===== config.mk =====
export PLATFORM = sky130hd
export DESIGN_NAME = dmac_top
export DESIGN_NICKNAME = d
export VERILOG_FILES = /design/src/rtl/dmac_top.sv
export SDC_FILE = /design/constraint.sdc
export NUM_CORES = 1
export LEC_CHECK = 0
export ABC_AREA = 1
export CELL_PAD_IN_SITES_DETAIL_PLACEMENT = 2
export CELL_PAD_IN_SITES_GLOBAL_PLACEMENT = 2
export CORE_ASPECT_RATIO = 1.1
export CORE_MARGIN = 10
export CORE_UTILIZATION = 39
export CTS_CLUSTER_SIZE = 24
export DETAILED_ROUTE_END_ITERATION = 8
export DONT_BUFFER_PORTS = 1
export PLACE_DENSITY = 0.88
export SYNTH_ARGS = -nofsm -noshare
export SYNTH_HDL_FRONTEND = slang
export SYNTH_SLANG_ARGS = --single-unit
export TNS_END_PERCENT = 100

===== constraint.sdc =====
create_clock -name clk -period 7.85 [get_ports clk]
set_input_delay 1.57 -clock clk [delete_from_list [all_inputs] [get_ports clk]]
set_output_delay 1.57 -clock clk [all_outputs]
set_load 0.01 [all_outputs]

===== src/rtl/dmac_top.sv =====
// Two-channel AHB DMA master: fetches a 4-word descriptor per request, then copies
// beats one read/one write at a time with byte-lane realignment between src and dst.
module dmac_top (
    input  logic        clk,
    input  logic        rst,
    input  logic [31:0] MRData,
    input  logic        HReady,
    input  logic [1:0]  M_HResp,
    input  logic [1:0]  DmacReq,
    input  logic        Bus_Grant,
    output logic [31:0] MAddress,
    output logic [31:0] MWData,
    output logic [3:0]  MBurst_Size,
    output logic        MWrite,
    output logic [1:0]  MTrans,
    output logic [3:0]  MWStrb,
    output logic        Bus_Req,
    output logic        Interrupt,
    output logic [1:0]  ReqAck
);
    localparam logic [1:0] HT_IDLE   = 2'b00;
    localparam logic [1:0] HT_NONSEQ = 2'b10;

    typedef enum logic [2:0] {
        S_IDLE, S_REQ_BUS, S_CFG, S_RD_ADDR, S_RD_DATA, S_WR_ADDR, S_WR_DATA, S_DONE
    } state_t;

    state_t      state_q, state_d;
    logic [1:0]  dmacreq_reg_q, dmacreq_reg_d;
    logic [31:0] src_q, src_d, dst_q, dst_d, cnt_q, cnt_d, data_q, data_d;
    logic [7:0]  ctrl_q, ctrl_d;
    logic [1:0]  cfg_idx_q, cfg_idx_d;
    logic        cfg_dp_q, cfg_dp_d;
    logic [1:0]  req_ack_q, req_ack_d;

    logic [3:0]  hsize;
    logic [31:0] step, base, wdata_rot;
    logic [3:0]  wstrb;
    logic [4:0]  rot_bits;
    logic        err;

    assign hsize  = ctrl_q[7:4];
    assign err    = (M_HResp == 2'b01);
    assign base   = dmacreq_reg_q[1] ? 32'h1000_0000 : 32'h0000_0000;
    assign ReqAck = req_ack_q;

    always_comb begin
        step  = 32'd4;
        wstrb = 4'b1111;
        case (hsize)
            4'd0: begin
                step  = 32'd1;
                wstrb = 4'b0001 << dst_q[1:0];
            end
            4'd1: begin
                step  = 32'd2;
                wstrb = dst_q[1] ? 4'b1100 : 4'b0011;
            end
            default: ;
        endcase
        // Rotate the captured word so the source byte lane lands on the destination lane.
        rot_bits  = {dst_q[1:0] - src_q[1:0], 3'b000};
        wdata_rot = (data_q << rot_bits) | (data_q >> (6'd32 - {1'b0, rot_bits}));
    end

    always_comb begin
        state_d       = state_q;
        dmacreq_reg_d = dmacreq_reg_q;
        src_d         = src_q;
        dst_d         = dst_q;
        cnt_d         = cnt_q;
        ctrl_d        = ctrl_q;
        data_d        = data_q;
        cfg_idx_d     = cfg_idx_q;
        cfg_dp_d      = cfg_dp_q;
        req_ack_d     = 2'b00;
        MAddress      = 32'h0;
        MWData        = 32'h0;
        MBurst_Size   = 4'h0;
        MWrite        = 1'b0;
        MTrans        = HT_IDLE;
        MWStrb        = 4'h0;
        Bus_Req       = 1'b0;
        Interrupt     = 1'b0;
        case (state_q)
            S_IDLE: begin
                if (DmacReq != 2'b00) begin
                    dmacreq_reg_d = DmacReq[0] ? 2'b01 : 2'b10;
                    req_ack_d     = DmacReq[0] ? 2'b01 : 2'b10;
                    state_d       = S_REQ_BUS;
                end
            end
            S_REQ_BUS: begin
                Bus_Req = 1'b1;
                if (Bus_Grant) begin
                    cfg_idx_d = 2'd0;
                    cfg_dp_d  = 1'b0;
                    state_d   = S_CFG;
                end
            end
            S_CFG: begin
                Bus_Req  = 1'b1;
                MAddress = base + 32'hA0 + {28'h0, cfg_idx_q, 2'b00};
                if (!cfg_dp_q) begin
                    MTrans = Bus_Grant ? HT_NONSEQ : HT_IDLE;
                    if (Bus_Grant && HReady) cfg_dp_d = 1'b1;
                end else if (err) begin
                    state_d = S_DONE;
                end else if (HReady) begin
                    cfg_dp_d  = 1'b0;
                    cfg_idx_d = cfg_idx_q + 2'd1;
                    case (cfg_idx_q)
                        2'd0: src_d = MRData;
                        2'd1: dst_d = MRData;
                        2'd2: cnt_d = MRData;
                        default: begin
                            ctrl_d = MRData[7:0];
                            // Disabled, reserved size or empty count: finish without data beats.
                            if (!MRData[16] || MRData[7:4] > 4'd2 || cnt_q == 32'h0)
                                state_d = S_DONE;
                            else
                                state_d = S_RD_ADDR;
                        end
                    endcase
                end
            end
            S_RD_ADDR: begin
                Bus_Req     = 1'b1;
                MBurst_Size = ctrl_q[3:0];
                MAddress    = src_q;
                MTrans      = Bus_Grant ? HT_NONSEQ : HT_IDLE;
                if (Bus_Grant && HReady) state_d = S_RD_DATA;
            end
            S_RD_DATA: begin
                Bus_Req     = 1'b1;
                MBurst_Size = ctrl_q[3:0];
                MAddress    = src_q;
                if (err) begin
                    state_d = S_DONE;
                end else if (HReady) begin
                    data_d  = MRData;
                    state_d = S_WR_ADDR;
                end
            end
            S_WR_ADDR: begin
                Bus_Req     = 1'b1;
                MBurst_Size = ctrl_q[3:0];
                MAddress    = dst_q;
                MWrite      = 1'b1;
                MWStrb      = wstrb;
                MTrans      = Bus_Grant ? HT_NONSEQ : HT_IDLE;
                if (Bus_Grant && HReady) state_d = S_WR_DATA;
            end
            S_WR_DATA: begin
                Bus_Req     = 1'b1;
                MBurst_Size = ctrl_q[3:0];
                MAddress    = dst_q;
                MWrite      = 1'b1;
                MWStrb      = wstrb;
                MWData      = wdata_rot;
                if (err) begin
                    state_d = S_DONE;
                end else if (HReady) begin
                    src_d   = src_q + step;
                    dst_d   = dst_q + step;
                    cnt_d   = cnt_q - 32'd1;
                    state_d = (cnt_q == 32'd1) ? S_DONE : S_RD_ADDR;
                end
            end
            S_DONE: begin
                Interrupt = 1'b1;
                if ((DmacReq & dmacreq_reg_q) == 2'b00) begin
                    dmacreq_reg_d = 2'b00;
                    state_d       = S_IDLE;
                end
            end
            default: state_d = S_IDLE;
        endcase
    end

    always_ff @(posedge clk or posedge rst) begin
        if (rst) begin
            state_q       <= S_IDLE;
            dmacreq_reg_q <= 2'b00;
            src_q         <= 32'h0;
            dst_q         <= 32'h0;
            cnt_q         <= 32'h0;
            ctrl_q        <= 8'h0;
            data_q        <= 32'h0;
            cfg_idx_q     <= 2'd0;
            cfg_dp_q      <= 1'b0;
            req_ack_q     <= 2'b00;
        end else begin
            state_q       <= state_d;
            dmacreq_reg_q <= dmacreq_reg_d;
            src_q         <= src_d;
            dst_q         <= dst_d;
            cnt_q         <= cnt_d;
            ctrl_q        <= ctrl_d;
            data_q        <= data_d;
            cfg_idx_q     <= cfg_idx_d;
            cfg_dp_q      <= cfg_dp_d;
            req_ack_q     <= req_ack_d;
        end
    end
endmodule


==> impl_results.md, run 1 <==
- Slowest stage delay, CP: 0.81 ns
- Least-Margin Pin Slew: roughly 1.2 ns
- Row Count: between 60 and 70
- H-tree lvl count: 4
- Fin. Hold Viols: 0
- Pwr Density: around 520 mW/mm2
- Die W: between 150 and 200 um
- Detailed router's first-iteration violation count: around 1200
- Count leader, synth: nand2_1
- Outcome: completed
- Post-CTS setup buffer count: 0
- Post-synthesis cell type count: 60
- Largest net degree at the start of global routing: 79
- Antenna violations before repair: 0
- Top-area cell type share of the netlist area: 0.338
- Post-layout min period: roughly 6.3 ns
- Slowest cell on the critical path: o21ai_0
- Num ports: 119
- CP Cell Sequence: inv_2 > nor2_4 > clkinv_2 > nand2_2 > inv_1 > o21ai_0
- Final setup fails: 0
- Remaining routing DRC violations: 0
- Post-CTS Hold Buffers: 0
- DR vias/cell: about 6.3
- Dominant synthesized flop cell: dfrtp_1
- CTS tree: built
- # fillers: about 3300
- Tot Pwr: 6.04 mW
- Final ANT Viol Nets: 0
- CP Capture Type: output port
- Via Count: 12324
- Pleak: ~5.6 nW
- Core area: around 0.027 mm2
- Slew headroom: 0.201
- Layout cell share with drive strength beyond 1: 0.0522
- First-pass GRT wire length: ~86000 um
- Worst skew pair latency: ~0.46 ns
- Commonest cells post-synth: nand2_1, nor2_1, inv_1
- CTS Buffer Depth: 2
- Clock Skew: roughly 0.0091 ns
- VDD IR max: just under 700 uV
- Worst hold path type: reg -> reg
- Clock Pin Slew Worst Setup and Hold Paths: roughly 0.070 ns
- Mapped Nets: 1699
- Layout area overhead: 6.78%
- HPWL after detailed placement: 37200 um
- RSZ-0062 raised after global routing: false
- CTS Buf Count: 17
- Pre-antenna DRT Iters: 7
- Critical Path AT: 4.77 ns
- Max Cap Viol: 0
- Avg Inst Size Synth: 6.57 um2
- Starting Density: 0.398
- Gr usage total: 0.318
- Sink Count: between 100 and 150
- Final RePlAce weighted congestion: between 0.9 and 1
- Seq/Total Area, Yosys: 0.338
- IO buf count: 0
- Fmax: roughly 0.16 GHz
- Max FO, Critical Path: 53
- Synth Instances: ~1600
- Vias in the first global route: roughly 13000
- YS warnings: 0
- Worst Path Required: 6.28 ns
- Drt wl/cell: 28.4 um
- CP startpoint kind: flop
- Slew Limit Fails: 0
- Post-CTS sizing: 0
- Die area: roughly 0.035 mm2
- Seq cells post-synth: approximately 150
- Die Y: slightly below 200 um
- Top cells by area, synth: dfrtp_1, nand2_1, nor2_1, inv_1, o21ai_0
- Part of the cycle the worst path needs: 0.808
- Total wire length: between 50000 and 60000 um
- GRT overflow: 0
- Clock root cell: clkbuf_16
- Mapped Area: between 0.01 and 0.015 mm2
- Synth async-reset ratio: 1.00
- TNS Setup: 0 ns
- Utilization after layout: 0.425
- WS Path Type: reg -> out
- Fin nets: 1653
- Number of synthesized flops with an enable pin: 0
- Largest area contributor in the synthesized netlist: dfrtp_1
## logic make-up after synthesis
group / count (synthesis) / synth area share
compound gates: 373 / 0.202
xor+xnor: 15 / 0.0122
fa+ha+maj: 15 / 0.0188
buf+inv: 307 / 0.115
flops: 146 / 0.338
mux: 8 / 0.00811
other cells: 1 / 0.000347
simple gates: 779 / 0.306
## flip-flops by register name (all words and copies together), names as in the netlist
signal and count:
ctrl_q 8, cfg_idx_q 2, state_q 3, dmacreq_reg_q 2
data_q 32, cfg_dp_q 1, cnt_q 32, ReqAck 2
dst_q 32, src_q 32
## final timing paths
path	start	endpoint	slack (ns)	cells after the start
worst max register to register	state_q[2]	dst_q[20]	4.01	8
max in group asynchronous	rst	src_q[22]	5.64	2
min in group asynchronous	rst	data_q[28]	1.09	1
worst min register to register	cnt_q[10]	cnt_q[10]	0.53	1
worst min-delay path	cnt_q[10]	cnt_q[10]	0.53	1
worst max-delay path	state_q[2]	MAddress[4]	1.51	6
## per-stage QoR
stage / worst slack (ns) / instances / hold slack [ns] / area (um2)
finish: 1.51 / 1968 / 0.535 / 11500
global placement: 2.41 / 1936 / 0.470 / 11000
global route: 1.40 / 1967 / 0.546 / 11500
CTS: 1.69 / 1967 / 0.520 / 11500
floorplan: 2.36 / 1644 / 0.453 / 10800
detailed placement: 2.27 / 1936 / 0.483 / 11000
## placed cells by master, fill, tap and decap left out, types with 7 or more instances in the layout
cell type / Yosys / layout
inv_2: 8 / 7
nand3_1: 85 / 85
ha_1: 13 / 13
nand2_1: 362 / 361
nor2_1: 238 / 238
o22ai_1: 32 / 32
nand4_1: 30 / 30
a21oi_1: 114 / 114
clkbuf_16: 0 / 17
xor2_1: 13 / 13
buf_4: 7 / 8
o211ai_1: 13 / 13
inv_1: 225 / 224
dfrtp_1: 146 / 146
o21ai_0: 122 / 122
a31oi_1: 20 / 20
nor3_1: 30 / 30
a21boi_1: 8 / 8
a22oi_1: 19 / 19
## critical path, delay by kind of cell, from the launching register on
kind | cells | cell delay [ns]
AOI/OAI and AO/OA | 1 | 0.81
and+or+nand+nor | 2 | 1.14
buffers and inverters | 3 | 1.59
DFF | 1 | 0.70
## final cells by class
class,instances,area (um2),share of cell area
sequential,146,3650,0.317
inverter,234,885,0.0767
clock inverter,13,135,0.0117
tap,357,447,0.0387
timing repair buffer,8,60.1,0.00521
clock buffer,18,439,0.0381
antenna,1,2.50,0.000217
multi-input combinational,1191,5910,0.512
## report_power, final
part           total, mW  switching (mW)  internal [mW]
Clock              0.858           0.384          0.474
Combinational       3.61            2.65          0.964
Sequential          1.57           0.484           1.08
Total               6.04            3.51           2.52
## per-layer routing
layer / global-route usage / wire length [um] / up-vias
met5: 0 / 0 / -
met4: 0.165 / 2770 / 0
met3: 0.0731 / 4190 / 174
met2: 0.522 / 26800 / 536
met1: 0.378 / 22100 / 6319
li1: - / - / 5295
(Power assumes the default switching activity.)
==> inputs of run 2 (changes only) <==
- CORE_UTILIZATION: 39 -> 36
- PLACE_DENSITY: 0.88 -> 0.82
- clock period: 7.85 -> 5.9 ns (I/O delays scaled with it)
==> impl_results.md, run 2 (synthesis gave the netlist of run 1 again) <==
- TNS Setup: 0 ns
- Detailed router's first-iteration violation count: 739
- Slew Limit Fails: 0
- ANT cells: 0
- Post-place setup slack: 0.959 ns
- Final RePlAce weighted congestion: approximately 0.86
- Pre-antenna DRT Iters: 5
- Multi-input gate area: just under 0.006 mm2
- Least-Margin Pin Slew: approximately 1.2 ns
- Fin. Hold Viols: 0
- Post-CTS Hold Buffers: 0
- CP startpoint kind: flop
- Clock Skew: 0.0176 ns
- Layout cell share with drive strength beyond 1: 0.0521
- DR vias/cell: approximately 5.8
- Post-layout min period: between 5 and 6 ns
- First-pass GRT wire length: approximately 76000 um
- Largest net degree at the start of global routing: 80
- Remaining routing DRC violations: 0
- Clock Pin Slew Worst Setup and Hold Paths: about 0.070 ns
- Post-CTS sizing: 0
- Sink Count: between 100 and 150
- Final ANT Viol Nets: 0
- Worst hold path type: reg -> reg
- Worst skew pair latency: 0.46 ns
- GRT overflow: 0
- Outcome: completed
- Die W: 185 um
- Slowest stage delay, CP: a little over 0.7 ns
- CTS Buf Count: 17
- Final setup fails: 0
- WS Path Type: reg -> out
- Layout area overhead: 7.44%
- Core area: about 0.03 mm2
- Max FO, Critical Path: 36
- Layout Cells excl Fill: between 1500 and 2000
- Worst Path Required: roughly 4.7 ns
- Most common cell after layout, fill and taps aside: nand2_1
- CP Cell Sequence: inv_2 > nor2_4 > buf_4 > clkinv_2 > nand2_2 > inv_1 > or2_1 > o21ai_0
- CP Capture Type: output port
- Vias in the first global route: 12354
- Critical Path AT: about 4.4 ns
- CTS tree: built
- Register area: about 0.0037 mm2
- Num ports: 119
- Row Count: 66
- Antenna violations before repair: 0
- HPWL after detailed placement: about 37000 um
- Final WS setup: about 0.36 ns
- Pleak: between 5 and 6 nW
- Starting Density: 0.365
- Post-CTS setup buffer count: 0
- Gr usage total: 0.265
- IO buf count: 0
- # fillers: roughly 3700
- Pwr Density: approximately 670 mW/mm2
- Commonest cells after routing, fill and taps aside: nand2_1, nor2_1, inv_1, dfrtp_1, o21ai_0
- Fmax: between 0.15 and 0.2 GHz
- H-tree lvl count: 4
- Clock root cell: clkbuf_16
- Die area: between 0.03 and 0.04 mm2
- Slew headroom: 0.190
- Via Count: 11574
- Max Cap Viol: 0
- RSZ-0062 raised after global routing: false
- Cells after DPL: ~2000
- CTS Buffer Depth: 2
- Die Y: between 200 and 250 um
- Drt wl/cell: 24.9 um
- Slowest cell on the critical path: dfrtp_1
- Fin nets: approximately 1700
- VDD IR max: about 200 uV
- Part of the cycle the worst path needs: 0.939
- Total wire length: a little under 50000 um
run 2: worst max-delay path, delay by kind of cell (launching register included):
kind                   cells  cell delay [ns]
buffers and inverters      4             1.77
flip-flops                 1             0.71
AO/OA/AOI/OAI              1             0.35
AND/OR/NAND/NOR            3             1.03
run 2: final cells by class:
cell class | instances | area share
clock buffer | 21 | 0.0388
tap | 374 | 0.0403
multi-input combinational | 1191 | 0.509
timing repair buffer | 10 | 0.00647
inverter | 234 | 0.0763
clock inverter | 10 | 0.0137
sequential | 146 | 0.315
run 2: per-layer routing:
layer,global-route usage,share of wire
met5,0,0
met4,0.127,0.044
met3,0.0532,0.051
met2,0.443,0.49
met1,0.316,0.42
run 2: report_power, final:
part | internal [mW] | leakage (nW) | switching, mW | total (mW)
sequential | 1.44 | 1.70 | 0.586 | 2.03
clock | 0.715 | 0.293 | 0.472 | 1.19
combinational | 1.28 | 3.58 | 3.31 | 4.59
run 2: final timing paths:
| path | slack [ns] | cells past startpoint | to | from |
|---|---|---|---|---|
| setup / recovery | 0.36 | 8 | MWStrb[1] | state_q[2] |
| hold / removal | 0.50 | 2 | ctrl_q[0] | ctrl_q[0] |
| setup reg to reg | 2.23 | 9 | dst_q[12] | state_q[2] |
| hold reg to reg | 0.50 | 2 | ctrl_q[0] | ctrl_q[0] |
| max in group asynchronous | 4.04 | 2 | src_q[16] | rst |
| min in group asynchronous | 0.73 | 1 | data_q[1] | rst |
run 2: per-stage QoR:
stage	power, mW	util	area, um2	hold slack (ns)
global placement	6.30	0.372	11000	0.470
floorplan	5.11	-	10800	0.453
finish	7.81	0.392	11600	0.501
global route	8.44	0.392	11600	0.532
detailed placement	6.53	0.372	11000	0.483
CTS	7.79	0.392	11600	0.498
==> inputs of run 3 (changes only) <==
- CORE_ASPECT_RATIO: 1.1 -> 1.2
- SLEW_MARGIN: not set -> 15
==> impl_results.md, run 3 (synthesis gave the netlist of run 1 again) <==
- Gr usage total: 0.265
- DR vias/cell: between 5 and 6
- Post-CTS setup buffer count: 0
- GRT overflow: 0
- Clock Skew: 0.0167 ns
- WS Path Type: reg -> out
- Die W: around 180 um
- CP Cell Sequence: inv_2 > nor2_1 > inv_1 > nand2_2 > clkinv_1 > o21ai_0
- Layout area overhead: 7.73%
- Final ANT Viol Nets: 0
- Fmax: between 0.2 and 0.25 GHz
- Detailed router's first-iteration violation count: between 700 and 800
- Post-CTS Hold Buffers: 0
- Critical Path AT: between 3 and 4 ns
- Vias in the first global route: 12731
- Clock Pin Slew Worst Setup and Hold Paths: 0.07 ns
- Remaining routing DRC violations: 0
- CTS Buffer Depth: 2
- Slew Limit Fails: 0
- Commonest cells after routing, fill and taps aside: nand2_1, nor2_1, inv_1, dfrtp_1, o21ai_0
- IO buf count: 0
- CTS tree: built
- Antenna violations before repair: 0
- Core area: roughly 0.030 mm2
- Outcome: completed
- ANT cells: 0
- Most common cell after layout, fill and taps aside: nand2_1
- Via Count: approximately 12000
- Worst Path Required: between 4 and 5 ns
- Pleak: 5.59 nW
- Clock network power share: 0.152
- Fin nets: between 1500 and 2000
- TNS Setup: 0 ns
- Post-CTS sizing: 0
- Gate power share: 0.587
- Starting Density: 0.365
- P_sw: 4.46 mW
- Num ports: ~120
- Least-Margin Pin Slew: ~1.1 ns
- Layout cell share with drive strength beyond 1: 0.0551
- Highest routed layer: met4
- HPWL after detailed placement: between 30000 and 40000 um
- Final RePlAce weighted congestion: between 0.9 and 1
- Fin. Hold Viols: 0
- CTS Buf Count: 17
- Clock root cell: clkbuf_16
- Max Cap Viol: 0
- Routed wl met3: ~2400 um
- Post-layout min period: 4.91 ns
- CP Capture Type: output port
- Met1 wire length: around 21000 um
- Final setup fails: 0
- First-pass GRT wire length: ~77000 um
- VDD IR max: approximately 410 uV
- Die area: about 0.037 mm2
- Routed wl met2: around 25000 um
- Worst skew pair latency: ~0.46 ns
- Row Count: just under 70
- Pwr Density: approximately 680 mW/mm2
- CP startpoint kind: flop
- Net switching fraction of the power: 0.565
- Drt wl/cell: 25.0 um
- H-tree lvl count: 4
- Worst hold path type: reg -> reg
- Tot Pwr: around 7.9 mW
- Power Internal: between 3 and 4 mW
- Max FO, Critical Path: 27
- Sequential Power Share: 0.261
- Largest net degree at the start of global routing: around 100
- Slowest cell on the critical path: clkinv_1
- RSZ-0062 raised after global routing: false
- Part of the cycle the worst path needs: 0.832
- Die Y: around 210 um
- Slowest stage delay, CP: about 0.87 ns
- Slew headroom: 0.262
- Pre-antenna DRT Iters: 5
- Total wire length: 50200 um
- Sink Count: roughly 150
==> run 3: metrics by stage <==
step	hold slack, ns	std cells	util	area (um2)	setup slack (ns)
floorplan	0.453	1644	-	10800	0.797
finish	0.502	2004	0.393	11600	0.994
global placement	0.474	1972	0.372	11000	1.61
global route	0.541	2004	0.393	11600	0.740
detailed placement	0.487	1972	0.372	11000	1.49
CTS	0.505	2004	0.393	11600	0.906
==> run 3: power groups by stage <==
| stage | registers (mW) | clock network [mW] | logic [mW] |
|---|---|---|---|
| 2_1_floorplan | 1.78 | 0 | 3.33 |
| 3_3_place_gp | 2.01 | 0 | 4.32 |
| 3_5_place_dp | 2.04 | 0 | 4.52 |
| 4_1_cts | 2.04 | 1.21 | 4.60 |
| 5_1_grt | 2.10 | 1.26 | 5.13 |
| 6_report | 2.05 | 1.20 | 4.62 |
==> run 3: worst max-delay path, delay by kind of cell (launching register included) <==
| kind | cells | cell delay (ns) |
|---|---|---|
| buffers and inverters | 3 | 1.21 |
| AOI/OAI and AO/OA | 1 | 0.79 |
| DFF | 1 | 0.73 |
| and+or+nand+nor | 2 | 0.52 |
==> run 3: final timing paths <==
check	slack, ns	start	end	cells after the start
max in group asynchronous	3.78	rst	src_q[7]	2
min	0.50	ctrl_q[1]	ctrl_q[1]	2
min reg2reg	0.50	ctrl_q[1]	ctrl_q[1]	2
min in group asynchronous	0.81	rst	dmacreq_reg_q[0]	1
max	0.99	state_q[2]	MAddress[11]	6
max reg2reg	2.48	state_q[2]	dst_q[17]	10
==> run 3: final cells by class <==
cell class,instances,area [um2]
clock buffers,18,439
inverters,234,885
repair buffers,11,82.6
clock inverters,14,176
flip-flops and latches,146,3650
well taps,390,488
fillers,3634,18000
multi-input cells,1191,5910
==> run 3: layer usage <==
metal  vias to the layer above  global-route usage
met5                         -                   0
met4                         0               0.111
met3                        94              0.0383
met2                       339               0.459
met1                      6023               0.321
li1                       5303                   -
